`config.mk`:
```
export PLATFORM = sky130hd
export DESIGN_NAME = vga_sync_gen
export DESIGN_NICKNAME = d
export VERILOG_FILES = /design/src/rtl/vga_sync_gen.sv
export SDC_FILE = /design/constraint.sdc
export NUM_CORES = 1
export LEC_CHECK = 0
export BUFFER_PORTS_ARGS = -buffer_cell sky130_fd_sc_hd__buf_2
export CORE_MARGIN = 8
export CORE_UTILIZATION = 49
export CTS_BUF_LIST = sky130_fd_sc_hd__clkbuf_8 sky130_fd_sc_hd__clkbuf_16
export CTS_CLUSTER_DIAMETER = 150
export DETAILED_ROUTE_END_ITERATION = 12
export PLACE_DENSITY = 0.67
export SLEW_MARGIN = 20
export SYNTH_ARGS = -nofsm -noshare
export SYNTH_HDL_FRONTEND = slang
export SYNTH_SLANG_ARGS = --single-unit
```
`constraint.sdc`:
```
create_clock -name clk -period 3 [get_ports clk]
set_clock_uncertainty 0.2 [all_clocks]
set_input_delay 0.3 -clock clk [delete_from_list [all_inputs] [get_ports clk]]
set_output_delay 0.3 -clock clk [all_outputs]
set_load 0.01 [all_outputs]
```
`src/rtl/vga_sync_gen.sv`:
```
// VGA raster timing generator: pixel-rate divider, h/v scan counters, registered syncs.
// Define VGA_SYNC_ACTIVE_HIGH_EN for active-high hsync/vsync (reset value 0).
module vga_sync_gen #(
    parameter int CLK_DIV = 4,
    parameter int H_DISP  = 640,
    parameter int H_FP    = 16,
    parameter int H_SYNC  = 96,
    parameter int H_BP    = 48,
    parameter int V_DISP  = 480,
    parameter int V_FP    = 10,
    parameter int V_SYNC  = 2,
    parameter int V_BP    = 33
) (
    input  logic       clk,
    input  logic       rst_n,
    output logic       pixel_tick,
    output logic [9:0] h_cnt,
    output logic [9:0] v_cnt,
    output logic       valid,
    output logic       hsync,
    output logic       vsync,
    output logic       frame_start
);

    localparam int H_TOTAL = H_DISP + H_FP + H_SYNC + H_BP;
    localparam int V_TOTAL = V_DISP + V_FP + V_SYNC + V_BP;
    localparam int DIV_W   = (CLK_DIV > 1) ? $clog2(CLK_DIV) : 1;

    localparam logic [DIV_W-1:0] DIV_LAST = DIV_W'(CLK_DIV - 1);
    localparam logic [9:0] H_LAST    = 10'(H_TOTAL - 1);
    localparam logic [9:0] V_LAST    = 10'(V_TOTAL - 1);
    localparam logic [9:0] H_VIS     = 10'(H_DISP);
    localparam logic [9:0] V_VIS     = 10'(V_DISP);
    localparam logic [9:0] H_SYNC_LO = 10'(H_DISP + H_FP);
    localparam logic [9:0] H_SYNC_HI = 10'(H_DISP + H_FP + H_SYNC);
    localparam logic [9:0] V_SYNC_LO = 10'(V_DISP + V_FP);
    localparam logic [9:0] V_SYNC_HI = 10'(V_DISP + V_FP + V_SYNC);

`ifdef VGA_SYNC_ACTIVE_HIGH_EN
    localparam logic SYNC_ON = 1'b1;
`else
    localparam logic SYNC_ON = 1'b0;
`endif
    localparam logic SYNC_OFF = ~SYNC_ON;

    function automatic logic sync_level(input logic [9:0] pos,
                                        input logic [9:0] lo,
                                        input logic [9:0] hi);
        return ((pos >= lo) && (pos < hi)) ? SYNC_ON : SYNC_OFF;
    endfunction

    logic [DIV_W-1:0] div_cnt;
    logic [9:0]       h_nxt;
    logic [9:0]       v_nxt;

    assign pixel_tick = (div_cnt == DIV_LAST);

    always_ff @(posedge clk or negedge rst_n) begin
        if (!rst_n) begin
            div_cnt <= '0;
        end else if (pixel_tick) begin
            div_cnt <= '0;
        end else begin
            div_cnt <= div_cnt + 1'b1;
        end
    end

    always_comb begin
        h_nxt = (h_cnt == H_LAST) ? 10'd0 : h_cnt + 10'd1;
        v_nxt = v_cnt;
        if (h_cnt == H_LAST) begin
            v_nxt = (v_cnt == V_LAST) ? 10'd0 : v_cnt + 10'd1;
        end
    end

    // Status outputs are decoded from the next position so they line up with the counters.
    always_ff @(posedge clk or negedge rst_n) begin
        if (!rst_n) begin
            h_cnt       <= H_LAST;
            v_cnt       <= V_LAST;
            valid       <= 1'b0;
            hsync       <= SYNC_OFF;
            vsync       <= SYNC_OFF;
            frame_start <= 1'b0;
        end else if (pixel_tick) begin
            h_cnt       <= h_nxt;
            v_cnt       <= v_nxt;
            valid       <= (h_nxt < H_VIS) && (v_nxt < V_VIS);
            hsync       <= sync_level(h_nxt, H_SYNC_LO, H_SYNC_HI);
            vsync       <= sync_level(v_nxt, V_SYNC_LO, V_SYNC_HI);
            frame_start <= (h_nxt == 10'd0) && (v_nxt == 10'd0);
        end else begin
            frame_start <= 1'b0;
        end
    end

endmodule

```
==> results.md <==
- Vias per cell: 5.95
- CTS tree: built
- Final wirelength: 4320 microns
- Worst setup path category: reg -> reg
- Final hold viol count: 0
- CTS Sinks: 26
- DR vias: 1584
- Gr ovfl total: 0
- RSZ-0062 raised after global routing: no
- Clock Pin Slew Worst Setup and Hold Paths: 0.09 ns
- Die width: 75.4 microns
- Dpl cells: 261
- Post-layout min period: 2.89 ns
- Post-synth EDFFs: 0
- Ports: 27
- Gate Count Post-Synth: 197
- Net Sw Frac: 20.6%
- Wire length per cell: 16.3 microns
- Final std cells w/o fill: 266
- Rows: 21
- TritonCTS Buffers: 3
- Layout net count: 228
- Sequential area share after synthesis: 38.6%
- Combinational share of power: 1.3%
- Synth top cells by count: nand2_1, nand3_1, dfrtp_1
- PD cells: 302 nW/um^2
- Layout cells sized above 1: 25.0%
- Biggest area consumer among synthesized cells: dfrtp_1
- Seq pwr share: 59.3%
- DRC: 0
- Die ar.: 5680 sq um
- Relative slew margins: 54.4%
- Detailed Route Iter0 Violations: 174
- Fin util: 58.2%
- Post-DP HPWL: 3170 microns
- Die Ht: 75.4 microns
- Clk_lat worst skew: 0.28 ns
- Outcome: finished clean
- Most common cell in the netlist: nand2_1
- Max FO, Critical Path: 6
- Fmax: 0.346 GHz
- Yosys reg bits: 26
- Gpl congestion: 0.873
- Cell variety after synth: 46
- Hold WC Path Type: reg -> reg
- Share of flip-flops with an asynchronous set or reset: 100%
- Tightest Pin Transition: 0.684 ns
- VDD IR max: 0.153 mV
- ANT nets after route: 0
- Post-synthesis cell area: 1730 sq um
- Clock power share: 39.3%
- Routing usage on met3: 3.68%
- Post-Syn Area per Cell: 8.76 sq um
- Final worst path period share: 96.5%
- Pwr Total: 592 uW
- H-tree levels: 1
- Post-synth top area share: 20.3%
- Yosys warnings: 0
- Area of the core: 3360 sq um
- Internal: 470 uW
- CP Data Required Time: 3.02 ns
- CTS Buffer Depth: 2
- Initial DRT Pass Iterations: 4
- Antenna violations before repair: 0
- Setup TNS Final: 0 ns
- Largest net degree at the start of global routing: 27
- Psw: 122 uW
- FILL cells: 322
- Max-Cap Viols: 0
- Pleak: 0.809 nW
- N_diodes: 0
- Met2 Use GR: 25.5%
- Max-slew violation count: 0
- Final setup fails: 0
- First-pass GRT wire length: 7290 microns
- Vias in the first global route: 1511
- Area grow syn2layout: 13.3%
- Initial Utilization: 51.3%
- Synth Net Count: 204
- Crit path launch type: flip-flop
- Layer with the highest usage: met2
- Port-buffer cells: 26
- Root buffer cell: clkbuf_8
- Main synth FF type: dfrtp_1
- Met1 Usage GRT: 21.8%
- Critical Path Sink Type: flip-flop
- Tot GR Track Use: 16.7%
- Synth top area cells: dfrtp_1, dfstp_2, nand3_1, xnor2_1, nand2_1
- Worst EP arrival: 2.91 ns
[power by group through the flow]
| stage | sequential, mW | combinational, mW | clock, mW |
|---|---|---|---|
| 2_1_floorplan | 0.357 | 0.000000337 | 0 |
| 3_3_place_gp | 0.357 | 0.00741 | 0 |
| 3_5_place_dp | 0.357 | 0.00771 | 0 |
| 4_1_cts | 0.351 | 0.00875 | 0.241 |
| 5_1_grt | 0.351 | 0.00989 | 0.250 |
| 6_report | 0.351 | 0.00796 | 0.233 |
[cells by family (layout without fill, tap and decap cells)]
group | count (synthesis) | after routing | share of synthesized area [%]
simple gates | 91 | 91 | 27.6
compound gates | 39 | 39 | 15.6
flops | 26 | 26 | 38.6
buf+inv | 18 | 41 | 5.07
xor+xnor | 14 | 14 | 7.10
fa+ha+maj | 5 | 5 | 3.62
mux | 4 | 4 | 2.46
[worst paths after layout]
check	slack, ns	start	cells after the start	endpoint
max	0.11	h_cnt[0]	7	vsync
min	0.23	div_cnt[0]	1	div_cnt[0]
max reg2reg	0.11	h_cnt[0]	7	vsync
min reg2reg	0.23	div_cnt[0]	1	div_cnt[0]
max in group asynchronous	1.88	rst_n	2	h_cnt[4]
min in group asynchronous	0.34	rst_n	2	v_cnt[7]
[metrics by stage]
| stage | instance area, sq um | hold WS, ns | worst slack [ns] |
|---|---|---|---|
| 5_1_grt | 1960 | 0.250 | 0.0293 |
| 3_3_place_gp | 1890 | 0.126 | 0.340 |
| 3_5_place_dp | 1890 | 0.137 | 0.154 |
| 6_report | 1960 | 0.230 | 0.106 |
| 2_1_floorplan | 1730 | -0.196 | 0.282 |
| 4_1_cts | 1960 | 0.233 | 0.0963 |
[worst max-delay path: stages, from the launching register on]
cell      delay (ns)
dfstp_2         0.59
ha_1            0.26
and4_2          0.33
and3_1          0.29
mux2i_1         0.29
o211ai_1        0.17
or4b_1          0.54
o22a_1          0.17
[state kept, by name, summed over array words and instances, names as in the netlist]
signal / flops
div_cnt: 2
frame_start: 1
h_cnt: 10
hsync: 1
v_cnt: 10
valid: 1
vsync: 1
[area by class of cell]
class / count / area, sq um / share of cell area (%)
tap: 46 / 57.6 / 2.94
timing repair buffer: 34 / 193 / 9.85
clock buffer: 4 / 55.1 / 2.81
multi-input combinational: 153 / 975 / 49.8
inverter: 3 / 11.3 / 0.575
sequential: 26 / 666 / 34.0
[layout by cell type, fill, tap and decap left out, types with 3 or more instances in the layout]
cell,instances
o21ai_0,9
buf_4,7
a31oi_1,4
clkbuf_8,4
dfstp_2,12
nand2_1,22
a21oi_1,5
xor2_1,4
xnor2_1,10
buf_2,26
nor3_1,6
ha_1,5
and2_1,4
dfrtp_1,14
nor2_1,13
and3_1,4
inv_1,3
o31ai_1,4
a211oi_1,3
nand3_1,18
nand4_1,6
nor2b_1,3
[repair_timing]
item	4_1_cts	5_1_grt
buffers inserted	0	0
resized for setup	0	1
endpoints found under the setup margin	0	1
hold buffers	1	0
endpoints found under the hold margin	14	0
[metal layers]
layer  vias to the layer above  share of wire, %
met4                         0               2.4
met1                       748                44
li1                        766                 -
met5                         -                 0
met3                         9               7.8
met2                        61                46
Note: power is estimated with default switching activity, not from simulation.
